File: src/rtl/equiv_check_pkg.sv
// ---------------------------------------------------------------------------
// equiv_check_pkg
// Shared definitions for the equivalence-check sequencer:
//   - eq_state_t   : sequencer FSM states
//   - DEFAULT_TAPS : Galois LFSR feedback mask used when none is given
//   - DEFAULT_SEED : LFSR seed used when none is given
// ---------------------------------------------------------------------------
package equiv_check_pkg;

    typedef enum logic [2:0] {
        ST_IDLE    = 3'd0,
        ST_DUT_RST = 3'd1,
        ST_RST_CMP = 3'd2,
        ST_APPLY   = 3'd3,
        ST_SETTLE  = 3'd4,
        ST_CMP     = 3'd5,
        ST_DONE    = 3'd6
    } eq_state_t;

    localparam logic [31:0] DEFAULT_TAPS = 32'h8020_0003;
    localparam logic [31:0] DEFAULT_SEED = 32'h0000_0001;

endpackage

File: src/rtl/equiv_check_sequencer_lfsr.sv
// ---------------------------------------------------------------------------
// lfsr_galois
// Right-shifting Galois LFSR: next = (q >> 1) ^ (q[0] ? TAPS : 0).
// A zero seed would lock the register at zero, so it is replaced by 1 both
// at reset and on load.
// Ports:
//   clk   - clock, rising edge
//   rst   - asynchronous active-low reset (loads SEED)
//   load  - load `seed` (takes priority over step)
//   seed  - run-time seed value
//   step  - advance one LFSR step
//   q     - current LFSR state
// ---------------------------------------------------------------------------
module lfsr_galois
    import equiv_check_pkg::*;
#(
    parameter int               WIDTH = 32,
    parameter logic [WIDTH-1:0] TAPS  = WIDTH'(DEFAULT_TAPS),
    parameter logic [WIDTH-1:0] SEED  = WIDTH'(DEFAULT_SEED)
) (
    input  logic             clk,
    input  logic             rst,
    input  logic             load,
    input  logic [WIDTH-1:0] seed,
    input  logic             step,
    output logic [WIDTH-1:0] q
);

    localparam logic [WIDTH-1:0] RST_VAL = (SEED == '0) ? WIDTH'(1) : SEED;

    logic [WIDTH-1:0] q_next;
    logic [WIDTH-1:0] seed_fixed;

    assign q_next     = {1'b0, q[WIDTH-1:1]} ^ (q[0] ? TAPS : '0);
    assign seed_fixed = (seed == '0) ? WIDTH'(1) : seed;

    always_ff @(posedge clk or negedge rst) begin
        if (!rst) begin
            q <= RST_VAL;
        end else if (load) begin
            q <= seed_fixed;
        end else if (step) begin
            q <= q_next;
        end
    end

endmodule

File: src/rtl/equiv_check_sequencer.sv
// ---------------------------------------------------------------------------
// equiv_check_sequencer
// Drives a shared pseudo-random stimulus bus and a DUT reset into a golden
// and a post-route instance of the same design, compares their outputs a
// fixed number of cycles after each stimulus update, and accumulates a
// saturating mismatch count with first-failure capture.
// Ports:
//   clk, rst            - clock / asynchronous active-low reset
//   start, abort        - run control (abort has priority)
//   dut_rst             - active-high reset to both DUT instances
//   stim                - registered stimulus to both DUTs
//   golden_out          - golden instance output
//   netlist_out         - post-route instance output
//   busy, done, pass    - run status; pass valid with done
//   mismatch_count      - saturating mismatch count
//   first_fail_index    - compare index of the first mismatch (0 = reset compare)
//   first_fail_golden   - golden operand at the first mismatch
//   first_fail_netlist  - netlist operand at the first mismatch
// ---------------------------------------------------------------------------
module equiv_check_sequencer
    import equiv_check_pkg::*;
#(
    parameter int          WIDTH       = 32,
    parameter int          NUM_VECTORS = 1000,
    parameter int          SETTLE      = 2,
    parameter int          RST_CYCLES  = 2,
    parameter logic [31:0] SEED        = DEFAULT_SEED,
    parameter logic [31:0] TAPS        = DEFAULT_TAPS,
    parameter int          CNT_W       = 16
) (
    input  logic             clk,
    input  logic             rst,
    input  logic             start,
    input  logic             abort,
    output logic             dut_rst,
    output logic [WIDTH-1:0] stim,
    input  logic [WIDTH-1:0] golden_out,
    input  logic [WIDTH-1:0] netlist_out,
    output logic             busy,
    output logic             done,
    output logic             pass,
    output logic [CNT_W-1:0] mismatch_count,
    output logic [31:0]      first_fail_index,
    output logic [WIDTH-1:0] first_fail_golden,
    output logic [WIDTH-1:0] first_fail_netlist
);

    eq_state_t        state_reg;
    logic [31:0]      wait_cnt_reg;     // shared by DUT_RST and SETTLE
    logic [31:0]      vec_idx_reg;      // index of the vector currently applied
    logic             fail_seen_reg;
    logic [WIDTH-1:0] lfsr_q;

    logic mism;
    logic cmp_en;
    logic more_vectors;
    logic idle_like;
    logic lfsr_load;
    logic lfsr_step;

    // Case-inequality so that X/Z bits on either bus count as a mismatch in
    // simulation; synthesises as an ordinary inequality.
    assign mism         = (golden_out !== netlist_out);
    assign idle_like    = (state_reg == ST_IDLE) || (state_reg == ST_DONE);
    assign cmp_en       = !abort && ((state_reg == ST_RST_CMP) || (state_reg == ST_CMP));
    assign more_vectors = (vec_idx_reg < 32'(NUM_VECTORS));

    // The LFSR runs one step ahead of `stim`: it advances on the cycle that
    // leads into APPLY, so during APPLY its state already holds the new
    // vector and `stim` simply copies it. After the last vector it is not
    // advanced, so it ends equal to the final `stim`.
    assign lfsr_load = idle_like && start && !abort;
    assign lfsr_step = !abort &&
                       ((state_reg == ST_RST_CMP) || ((state_reg == ST_CMP) && more_vectors));

    lfsr_galois #(
        .WIDTH (WIDTH),
        .TAPS  (WIDTH'(TAPS)),
        .SEED  (WIDTH'(SEED))
    ) u_lfsr (
        .clk   (clk),
        .rst   (rst),
        .load  (lfsr_load),
        .seed  (WIDTH'(SEED)),
        .step  (lfsr_step),
        .q     (lfsr_q)
    );

    always_ff @(posedge clk or negedge rst) begin
        if (!rst) begin
            state_reg          <= ST_IDLE;
            wait_cnt_reg       <= '0;
            vec_idx_reg        <= '0;
            fail_seen_reg      <= 1'b0;
            dut_rst            <= 1'b0;
            stim               <= '0;
            busy               <= 1'b0;
            done               <= 1'b0;
            pass               <= 1'b0;
            mismatch_count     <= '0;
            first_fail_index   <= '0;
            first_fail_golden  <= '0;
            first_fail_netlist <= '0;
        end else begin
            // Result accumulation; only active in compare states, so it never
            // collides with the clear performed on start.
            if (cmp_en && mism) begin
                if (mismatch_count != '1) begin
                    mismatch_count <= mismatch_count + CNT_W'(1);
                end
                if (!fail_seen_reg) begin
                    fail_seen_reg      <= 1'b1;
                    first_fail_index   <= vec_idx_reg;
                    first_fail_golden  <= golden_out;
                    first_fail_netlist <= netlist_out;
                end
            end

            if (abort) begin
                // Leaves results intact; DONE keeps its status.
                if (!idle_like) begin
                    state_reg <= ST_IDLE;
                    busy      <= 1'b0;
                    dut_rst   <= 1'b0;
                end
            end else begin
                case (state_reg)
                    ST_IDLE, ST_DONE: begin
                        if (start) begin
                            state_reg          <= ST_DUT_RST;
                            wait_cnt_reg       <= 32'(RST_CYCLES - 1);
                            vec_idx_reg        <= '0;
                            fail_seen_reg      <= 1'b0;
                            dut_rst            <= 1'b1;
                            stim               <= '0;
                            busy               <= 1'b1;
                            done               <= 1'b0;
                            pass               <= 1'b0;
                            mismatch_count     <= '0;
                            first_fail_index   <= '0;
                            first_fail_golden  <= '0;
                            first_fail_netlist <= '0;
                        end
                    end
                    ST_DUT_RST: begin
                        if (wait_cnt_reg == '0) begin
                            state_reg <= ST_RST_CMP;
                            dut_rst   <= 1'b0;
                        end else begin
                            wait_cnt_reg <= wait_cnt_reg - 32'd1;
                        end
                    end
                    ST_RST_CMP: begin
                        state_reg <= ST_APPLY;
                    end
                    ST_APPLY: begin
                        stim         <= lfsr_q;
                        vec_idx_reg  <= vec_idx_reg + 32'd1;
                        wait_cnt_reg <= 32'(SETTLE - 1);
                        state_reg    <= ST_SETTLE;
                    end
                    ST_SETTLE: begin
                        if (wait_cnt_reg == '0) begin
                            state_reg <= ST_CMP;
                        end else begin
                            wait_cnt_reg <= wait_cnt_reg - 32'd1;
                        end
                    end
                    ST_CMP: begin
                        if (more_vectors) begin
                            state_reg <= ST_APPLY;
                        end else begin
                            state_reg <= ST_DONE;
                            busy      <= 1'b0;
                            done      <= 1'b1;
                            // Include the compare happening on this very edge.
                            pass      <= (mismatch_count == '0) && !mism;
                        end
                    end
                    default: begin
                        state_reg <= ST_IDLE;
                        busy      <= 1'b0;
                        dut_rst   <= 1'b0;
                    end
                endcase
            end
        end
    end

endmodule

File: config.mk
export PLATFORM = sky130hd
export DESIGN_NAME = equiv_check_sequencer
export DESIGN_NICKNAME = d
export VERILOG_FILES = /design/src/rtl/equiv_check_pkg.sv /design/src/rtl/equiv_check_sequencer_lfsr.sv /design/src/rtl/equiv_check_sequencer.sv
export SDC_FILE = /design/constraint.sdc
export NUM_CORES = 1
export LEC_CHECK = 0
export ABC_AREA = 0
export CAP_MARGIN = 40
export CORE_MARGIN = 1.5
export CORE_UTILIZATION = 60
export DETAILED_ROUTE_END_ITERATION = 8
export DONT_BUFFER_PORTS = 1
export PLACE_DENSITY = 0.76
export SYNTH_ARGS = -nofsm -noshare
export SYNTH_HDL_FRONTEND = slang
export SYNTH_SLANG_ARGS = --single-unit
File: constraint.sdc
create_clock -name clk -period 6.3 [get_ports clk]
set_input_delay 0.315 -clock clk [delete_from_list [all_inputs] [get_ports clk]]
set_output_delay 0.315 -clock clk [all_outputs]
set_load 0.03 [all_outputs]
# == Word-level counts from Yosys, hierarchy flattened ==
# Cells that the tools add are included.
# totals
reg_bits,248
latchBits,0
ramBits,0
romBits,0
in_bits,68
out_inout_bits,148
n_memories,0
# op_classes
addsub,3
n_mul,0
div_mod_pow,0
magnitude_cmp,1
eq_ne,18
shift,0
n_mux,53
bitwise,2
n_reduce_logical,29
# op_table
operator,count
$mux 32,21
$pmux 32 s2,2
$pmux 32 s3,1
$mux 16,5
$add 32x1->32 const B,1
$logic_not 32->1,1
$lt 32x10->1 const B,1
$nex 32x32->1,1
$sub 32x1->32 const B,1
$xor 31x32->32,1
$reduce_and 4->1,5
$mux 3,6
$pmux 3 s6,1
$add 16x1->16 const B,1
$logic_not 16->1,1
$ne 16x16->1 const B,1
$mux 1,13
$ne 3x3->1 const B,4
$eq 3x3->1 const B,3
$ne 2x2->1 const B,4
$reduce_or 4->1,2
$logic_and 1x1->1,7
$eq 3x2->1 const B,2
$pmux 1 s3,2
other kinds (11),19

# == Logic depth before layout (Yosys ltp) ==
# Gate-level depths: netlist of the first run.
# logic_depth
ltp_word,8
ltp_mapped,10
depth_no_buf,8

# == Hierarchy ==
# Synthesis of the first run repeated with hierarchy kept, for this count alone.
# hier_totals
hier_cells,1305
hier_area_um2,11828.8
# by_module_without_submodules
mod,instances,cells_per_inst,area_each_um2,seq_area_each_um2
equiv_check_sequencer,1,1150,10233.6,5405.2
lfsr_galois,1,155,1595.3,802.0

# == Worst setup path after synthesis of the first run ==
# No wires, ideal clock.
# synth_path
kind,register -> register
from,reg wait_cnt_reg[6]
to,reg wait_cnt_reg[29]
arrival_time_ns,2.357
required_time_ns,6.222
slack_ns,3.865
stages_incl_launch_ff,9
path_buffers,2
path_cell_list,dfrtp_1 > or4_1 > buf_6 > nor2_8 > nand4b_4 > or4_1 > buf_2 > or4_1 > a21oi_1
# synth_via
elab_chain_len,3
word_cells_on_any_way,6
classes_between,add/sub: 1; eq/ne: 1; mux: 2; reduce/logical: 2
# synth_rtl
item,line,text
from (decl),equiv_check_sequencer.sv:49,logic [31:0] wait_cnt_reg;
from (signal assigned),equiv_check_sequencer.sv:131,wait_cnt_reg <= 32'(RST_CYCLES - 1);
from (signal assigned),equiv_check_sequencer.sv:150,wait_cnt_reg <= wait_cnt_reg - 32'd1;
from (signal assigned),equiv_check_sequencer.sv:159,wait_cnt_reg <= 32'(SETTLE - 1);
$sub 32x1->32 or $logic_not 32->1 (tied branches),--,
$mux 32 or $ne 2x2->1 (tied branches),--,
$pmux 32 s3 or $reduce_and 4->1 (tied branches),--,
# Parallel ways exist; a longest one is shown, timed or not. The select of a mux whose other input is x is not followed.
# A chain may end at the register's enable or synchronous reset.

# == Worst setup path after layout of the first run ==
# layout_path
from,reg state_reg[2]
to,reg first_fail_golden[15]
# layout_via
elab_chain_len,8
word_cells_on_any_way,12
classes_between,eq/ne: 3; mux: 4; reduce/logical: 5
# layout_rtl
item,line,text
from (decl),equiv_check_sequencer.sv:48,eq_state_t state_reg;
from (signal assigned),equiv_check_sequencer.sv:91,state_reg <= ST_IDLE;
from (signal assigned),equiv_check_sequencer.sv:122,state_reg <= ST_IDLE;
from (signal assigned),equiv_check_sequencer.sv:130,state_reg <= ST_DUT_RST;
$eq 3x2->1 or $eq 3x3->1 (tied branches),equiv_check_sequencer.sv:65,assign cmp_en = !abort && ((state_reg == ST_RST_CMP) || (state_reg == ST_CMP));
$logic_or 1x1->1,equiv_check_sequencer.sv:65,
$logic_and 1x1->1,equiv_check_sequencer.sv:65,
$logic_and 1x1->1,equiv_check_sequencer.sv:107,if (cmp_en && mism) begin
$mux 32,equiv_check_sequencer.sv:107,
$mux 32,equiv_check_sequencer.sv:129,if (start) begin
$mux 32,equiv_check_sequencer.sv:127,case (state_reg)
$mux 32 (*),equiv_check_sequencer.sv:119,if (abort) begin
to (signal assigned),equiv_check_sequencer.sv:114,first_fail_golden <= golden_out;
to (decl),equiv_check_sequencer.sv:44,"output logic [WIDTH-1:0] first_fail_golden,"
# Mark *: on every way between the ends. The rest lies on a longest branch, timed or not.

==> summary.txt, run 1 <==
Clock network
  – Setup repair bufs after CTS: 0
  – Total CTS buffers: 26
  – CTS tree: done
  – # clock sinks: 248
  – Maximum clock path buffer count: 3
  – Reg clk slew, reported paths: 0.06 ns
  – Clk_lat worst skew: 0.53 ns
  – CTS H-tree lvls: 1
  – Clk root buf: clkbuf_16

Power
  – PD cells: 325.3 nW/um^2
  – Max VDD drop: 0.2116 mV
  – LEAKAGE: 5.885 nW
  – Power consumption: 4.304 mW

Global routing
  – Initial antenna violation count: 0
  – Congestion Overflow GR: 0
  – Largest net degree at the start of global routing: 249
  – First-pass GRT wire length: 45970 um
  – Vias in the first global route: 8909
  – Total Routing Usage GR: 28.46%

Detailed routing
  – Final WL: 28620 um
  – Drt first pass iters: 5
  – Routed Antenna Nets: 0
  – Avg WL per Cell: 18.78 um
  – DRC Markers: 0
  – Via density: 6.077
  – Total number of vias: 9262
  – First DRT Iteration DRCs: 647

Die
  – Die H: 141.5 um
  – Die footprint: 20010 um^2
  – Cell row count: 50
  – Initial Util: 61.28%
  – Die Wd: 141.5 um
  – Core area: 18770 um^2
  – I/O pin total: 216

Critical path
  – Critical path endpoint category: register
  – Crit Path Class: register to register
  – Critical Path Start: state_reg[2]$_DFFE_PN0P_
  – CP Launch Type: register
  – WP data required: 6.65 ns
  – Crit-path max cell delay: 0.86 ns
  – Crit path buf inv count: 1
  – Crit-path slowest cell: o211a_4
  – Worst path cell trace: or3b_1, a21oi_1, o211a_4, buf_4, o21ai_0
  – Arrival @ worst endpoint: 4.16 ns
  – Critical path's top delay family: compound AO/OA/AOI/OAI gates
  – RR Startpoint: state_reg[2]$_DFFE_PN0P_
  – Worst Path Max Fanout: 98

Timing
  – RSZ-0062 raised after global routing: no
  – Worst Skew: 0.01375 ns
  – Rel. slew slack: 37.93%
  – Period utilization: 60.40%
  – Post-Route Setup TNS: 0 ns
  – Final setup violating endpoints: 0
  – Worst Hold Margin: 0.007528 ns
  – Tmin final: 3.805 ns
  – Fmax achieved: 0.2628 GHz
  – Slew at the pin closest to its max-slew limit: 0.9311 ns
  – Pins Over Slew Limit: 0
  – Final hold viol count: 0

Synth
  – Post-Syn Nets: 1315
  – Synth Warn #: 0
  – Register area share after synthesis: 53.97%
  – Number of synthesized flops with an enable pin: 0
  – Synth Instances: 1242
  – Top cell type's share of synthesized area: 53.74%
  – Post-synth ARST share: 100.0%
  – Largest area contributor in the netlist: dfrtp_1
  – Synth unique cells: 62
  – Synth Cell Area: 11500 um^2
  – Primary FF master, synth: dfrtp_1
  – #FFs+latches synth: 248
  – Avg Cell Area, Syn: 9.260 um^2
  – Largest cells by area after synthesis: dfrtp_1 54%, nand2_1 9.9%, xnor2_1 3.1%

Cells and area
  – # nets final: 1345
  – Final Util: 70.49%
  – Antenna cells: 0
  – Final Non-Filler Cells: 1524
  – P&R area growth vs syn: 15.02%
  – Share of layout cells above drive strength 1: 5.814%

Run status
  – Status: completed

Min path
  – Worst Min Path Start: abort
  – Hold Crit Class: input pin to register

Place
  – Port Buffers: 0
  – GPL Wtd Cong: 0.8689
  – Inst Count DP: 1410
  – DP Wirelength: 17700 um

Flow run
  – Max-cap violations: 0
[per-layer routing]
layer | share of wire, % | track usage, % | wire, um | up-vias
li1 | - | - | - | 4351
met2 | 46 | 45.12 | 13130 | 390
met5 | 0 | 0 | 0 | -
met1 | 41 | 37.89 | 11870 | 4443
met3 | 9.3 | 7.965 | 2654 | 78
met4 | 3.4 | 10.09 | 964 | 0
[cell families after synthesis]
kind of cell             after synthesis  synth area share (%)
adder cells (fa/ha/maj)                5                0.5440
multiplexers                           6                0.5222
XOR/XNOR                              78                 5.940
AO/OA/AOI/OAI                        224                 11.83
AND/OR/NAND/NOR                      589                 24.00
buffers and inverters                 92                 3.198
flip-flops                           248                 53.97
[power breakdown]
part / internal, mW / switching [mW]
clock: 0.894 / 0.621
sequential: 1.72 / 0.226
combinational: 0.320 / 0.525
total: 2.93 / 1.37
[path summary, 6_finish.rpt]
| path | depth (start not counted) | end | slack, ns |
|---|---|---|---|
| worst max-delay path | 5 | first_fail_golden[15]$_DFF_PN0_ | 2.49 |
| worst min-delay path | 2 | wait_cnt_reg[1]$_DFFE_PN0P_ | 0.008 |
| worst max register to register | 5 | first_fail_golden[15]$_DFF_PN0_ | 2.49 |
| worst min register to register | 1 | u_lfsr.q[0]$_DFFE_PN1P_ | 0.51 |
| max in group asynchronous | 3 | first_fail_golden[11]$_DFF_PN0_ | 4.76 |
| min in group asynchronous | 2 | first_fail_index[17]$_DFF_PN0_ | 0.34 |
[cell usage in the layout, fill, tap and decap left out, types with 4 or more instances in the layout]
| master | synthesis | final |
|---|---|---|
| nor3_1 | 24 | 24 |
| ha_1 | 5 | 5 |
| a22o_1 | 29 | 29 |
| dfrtp_1 | 247 | 247 |
| and3_1 | 7 | 7 |
| mux2i_1 | 6 | 6 |
| clkbuf_8 | 0 | 6 |
| o31ai_1 | 9 | 9 |
| clkbuf_16 | 0 | 27 |
| o21ai_0 | 64 | 64 |
| o21ai_1 | 59 | 58 |
| or4_1 | 12 | 12 |
| dlygate4sd3_1 | 0 | 66 |
| nor2_1 | 67 | 66 |
| or3_1 | 21 | 21 |
| nor4_1 | 43 | 42 |
| nand2_1 | 304 | 303 |
| xor2_1 | 37 | 37 |
| nor4b_1 | 6 | 6 |
| inv_1 | 13 | 13 |
| nand2b_1 | 5 | 5 |
| buf_16 | 0 | 4 |
| or2_2 | 4 | 4 |
| buf_4 | 0 | 8 |
| clkbuf_1 | 62 | 5 |
| nand3_1 | 53 | 53 |
| nand4_1 | 18 | 18 |
| xnor2_1 | 41 | 41 |
| clkinv_2 | 0 | 5 |
| nor3b_1 | 4 | 4 |
| a21oi_1 | 30 | 28 |
| a21o_1 | 5 | 5 |
[Yosys cell counts, types with 2 or more instances]
cell type / n
nand2_1: 304
dfrtp_1: 247
nor2_1: 67
o21ai_0: 64
clkbuf_1: 62
o21ai_1: 59
nand3_1: 53
nor4_1: 43
xnor2_1: 41
xor2_1: 37
a21oi_1: 30
a22o_1: 29
nor3_1: 24
or3_1: 21
nand4_1: 18
inv_1: 13
buf_2: 12
or4_1: 12
o31ai_1: 9
and3_1: 7
mux2i_1: 6
nor4b_1: 6
a21o_1: 5
ha_1: 5
nand2b_1: 5
nor3b_1: 4
or2_2: 4
a211oi_1: 3
buf_1: 3
nand3b_1: 3
nor2b_1: 3
o211ai_1: 3
a211o_1: 2
a22oi_1: 2
a32o_1: 2
and4_1: 2
o2111ai_1: 2
o211a_1: 2
o32ai_1: 2
or2_0: 2
or2_1: 2
or3b_1: 2
[cell type report]
cell class              instances  area, um^2
flip-flops and latches        248        6207
fillers                      1364        5539
multi-input cells             902        4969
repair buffers                 80       857.1
clock buffers                  38       777.0
well taps                     234       292.8
clock inverters                 8       73.82
inverters                      14       52.55
[metrics by stage]
stage / worst slack [ns] / area (um^2)
2_1_floorplan: 3.865 / 11500
3_3_place_gp: 2.695 / 11570
3_5_place_dp: 2.575 / 11660
4_1_cts: 2.559 / 13190
5_1_grt: 2.139 / 13230
6_report: 2.495 / 13230
[what timing repair did]
item                                   4_1_cts  5_1_grt
endpoints found under the hold margin      313       67
gates resized for setup                      0        0
hold buffers                                66        1
Power figures use the tool's default switching activity.
==> run 2, diff against run 1 <==
Settings changed: CORE_UTILIZATION 60 to 57, PLACE_DENSITY 0.76 to 0.75.
Clock period 6.3 ns to 3.07 ns, I/O delays scaled along.
==> run 2 against run 1 <==
The flow now finishes with violations (hold timing). Worst setup slack got worse by 2.2 ns. Clock power grew 110%. Hold slack lost 0.68 ns. Count of clock-buffer cells in the layout fell by 2. Non-clock buffer count grew 6. Sequential power grew 110%. Fmax rose by 35%. Routed wire length increased by 3.0%. Sequential share of layout area shrank 0.42 points. Largest cell class unchanged.
==> summary.txt, run 2 (synthesized netlist as in run 1, its figures left out) <==
Place
  – Area after DPL: 11780 um^2 (+1.0%)
  – GPL Wtd Cong: 0.8441 (-2.9%)
  – Port Buffers: 0 (unchanged)
  – DP Wirelength: 17690 um (about the same)

Cells and area
  – Commonest cells after routing, fill and taps aside: 303 x nand2_1, 247 x dfrtp_1, 67 x dlygate4sd3_1
  – Share of layout cells above drive strength 1: 6.250% (+0.44 points)
  – Post-route cell area: 13350 um^2 (+0.90%)
  – Most common library cell in the layout ignoring fill and taps: nand2_1
  – # nets final: 1351 (+0.45%)
  – Antenna cells: 0 (unchanged)
  – P&R area growth vs syn: 16.06%

Critical path
  – Worst Path Max Fanout: 9 (-91%)
  – Reg2Reg Setup Slack: 0.25 ns (-2.24 ns)
  – WP data required: 3.53 ns (-3.12 ns)
  – Arrival @ worst endpoint: 3.27 ns (-0.89 ns)
  – Crit Path Class: register to register
  – CP Launch Type: register
  – Reg2reg end: state_reg[1]$_DFFE_PN0P_
  – Reg2Reg Depth: 6 (+1)
  – Critical path endpoint category: register
  – RR Startpoint: wait_cnt_reg[11]$_DFFE_PN0P_

Detailed routing
  – Avg WL per Cell: 18.89 um (+0.60%)
  – Via density: 6.011 (-1.1%)
  – First DRT Iteration DRCs: 605 (-6.5%)
  – Routed Antenna Nets: 0 (unchanged)
  – DRC Markers: 0 (unchanged)
  – Final WL: 29490 um (+3.0%)
  – Total number of vias: 9383 (+1.3%)
  – Drt first pass iters: 7 (+2)

Timing
  – Fmax achieved: 0.3551 GHz (+35%)
  – Worst Skew: 0.01522 ns (+0.001470 ns)
  – Post-Route Setup TNS: 0 ns (unchanged)
  – Slew at the pin closest to its max-slew limit: 1.023 ns (+0.09145 ns)
  – RSZ-0062 raised after global routing: no
  – Final setup violating endpoints: 0 (unchanged)
  – Rel. slew slack: 30.87% (-7.1 points)
  – Period utilization: 91.73% (+31 points)
  – Tmin final: 2.816 ns (-0.9892 ns)
  – Final hold viol count: 248 (+248)
  – Worst Hold Margin: -0.6735 ns (-0.6810 ns)
  – Pins Over Slew Limit: 0 (unchanged)

Run status
  – Failing checks: hold timing
  – Status: finished with violations

Clock network
  – Total CTS buffers: 26 (unchanged)
  – CTS tree: done
  – Maximum clock path buffer count: 3 (unchanged)
  – Clk_lat worst skew: 0.52 ns (about the same)
  – Clk root buf: clkbuf_16
  – Setup repair bufs after CTS: 0 (unchanged)
  – Post-CTS Hold Fix Bufs: 67 (+1.5%)
  – # clock sinks: 248 (unchanged)
  – Reg clk slew, reported paths: 0.06 ns (about the same)
  – CTS H-tree lvls: 1 (unchanged)

Power
  – LEAKAGE: 5.934 nW (+0.83%)
  – Max VDD drop: 0.3518 mV (+66%)
  – PD cells: 667.6 nW/um^2 (+110%)

Global routing
  – First-pass GRT wire length: 48090 um (+4.6%)
  – Total Routing Usage GR: 27.79% (-0.67 points)
  – Vias in the first global route: 9179 (+3.0%)
  – Congestion Overflow GR: 0 (unchanged)
  – Largest net degree at the start of global routing: 249 (unchanged)
  – Initial antenna violation count: 0 (unchanged)

Die
  – Cell row count: 51 (+2.0%)
  – Die H: 145.0 um (+2.5%)
  – Initial Util: 58.52% (-2.8 points)
  – Die footprint: 21040 um^2 (+5.1%)
  – Core area: 19650 um^2 (+4.7%)
  – I/O pin total: 216 (unchanged)
  – Die Wd: 145.0 um (+2.5%)

Flow run
  – Max-cap violations: 0 (unchanged)

Min path
  – Hold Crit Class: input pin to async pin
run 2: changes by cell type in the layout (fill, tap and decap cells not counted), moves of 2 or more:
cell,before,now
buf_12,0,5
buf_16,4,1
buf_4,8,13
bufinv_16,1,3
clkbuf_1,5,3
run 2: power breakdown:
group	switching (mW)	total [mW]	internal, mW	leakage (nW)
Combinational	1.02	1.69	0.667	2.05
Clock	1.25	3.25	1.99	0.449
Sequential	0.452	3.98	3.52	3.44
Total	2.73	8.91	6.19	5.93
run 2: per-layer routing:
layer / global-route usage, % / vias to the layer above / part of all wire [%]
li1: - / 4368 / -
met1: 36.99 / 4516 / 41
met5: 0 / - / 0
met4: 10.67 / 0 / 3.3
met3: 7.642 / 79 / 9.0
met2: 43.49 / 420 / 46
run 2: layout make-up:
| cell class | instances | area [um^2] |
|---|---|---|
| clock buffer | 36 | 769.5 |
| clock inverter | 10 | 128.9 |
| fill | 1477 | 6306 |
| inverter | 14 | 52.55 |
| multi-input combinational | 902 | 4962 |
| sequential | 248 | 6207 |
| tap | 265 | 331.6 |
| timing repair buffer | 86 | 895.9 |
run 2: per-stage QoR:
stage,setup WS [ns],cells,power (mW),util (%),hold slack (ns)
6_report,0.2538,1561,8.911,67.91,-0.6735
5_1_grt,0.1027,1561,9.325,67.91,-0.6946
4_1_cts,0.2501,1561,8.941,67.91,-0.6847
3_5_place_dp,0.4108,1448,5.595,59.93,-0.1377
3_3_place_gp,0.4486,1447,5.535,59.79,-0.1377
2_1_floorplan,0.6346,1242,5.218,-,-0.1421
run 2: repair_timing:
action | in CTS | in global routing
setup endpoints to repair | 0 | 0
gates resized for setup | 0 | 0
endpoints found under the hold margin | 323 | 248
run 2: worst max-delay path: stages (launching register included):
cell,delay [ns]
dfrtp_1,0.41
nor4_1,0.47
nand3_1,0.40
nor3_1,0.56
nor3_1,0.08
o32ai_1,0.26
dlygate4sd3_1,0.58
run 2: how the worst max path moves through the flow:
stage	start	end	slack (ns)	depth (start not counted)
3_5_place_dp	wait_cnt_reg[6]$_DFFE_PN0P_	wait_cnt_reg[29]$_DFFE_PN0P_	0.41	6
4_1_cts	wait_cnt_reg[26]$_DFFE_PN0P_	state_reg[1]$_DFFE_PN0P_	0.25	6
6_report	wait_cnt_reg[11]$_DFFE_PN0P_	state_reg[1]$_DFFE_PN0P_	0.25	6
2_1_floorplan	wait_cnt_reg[6]$_DFFE_PN0P_	wait_cnt_reg[29]$_DFFE_PN0P_	0.63	8
3_3_place_gp	wait_cnt_reg[6]$_DFFE_PN0P_	wait_cnt_reg[29]$_DFFE_PN0P_	0.45	6
5_1_grt	wait_cnt_reg[11]$_DFFE_PN0P_	state_reg[1]$_DFFE_PN0P_	0.10	6
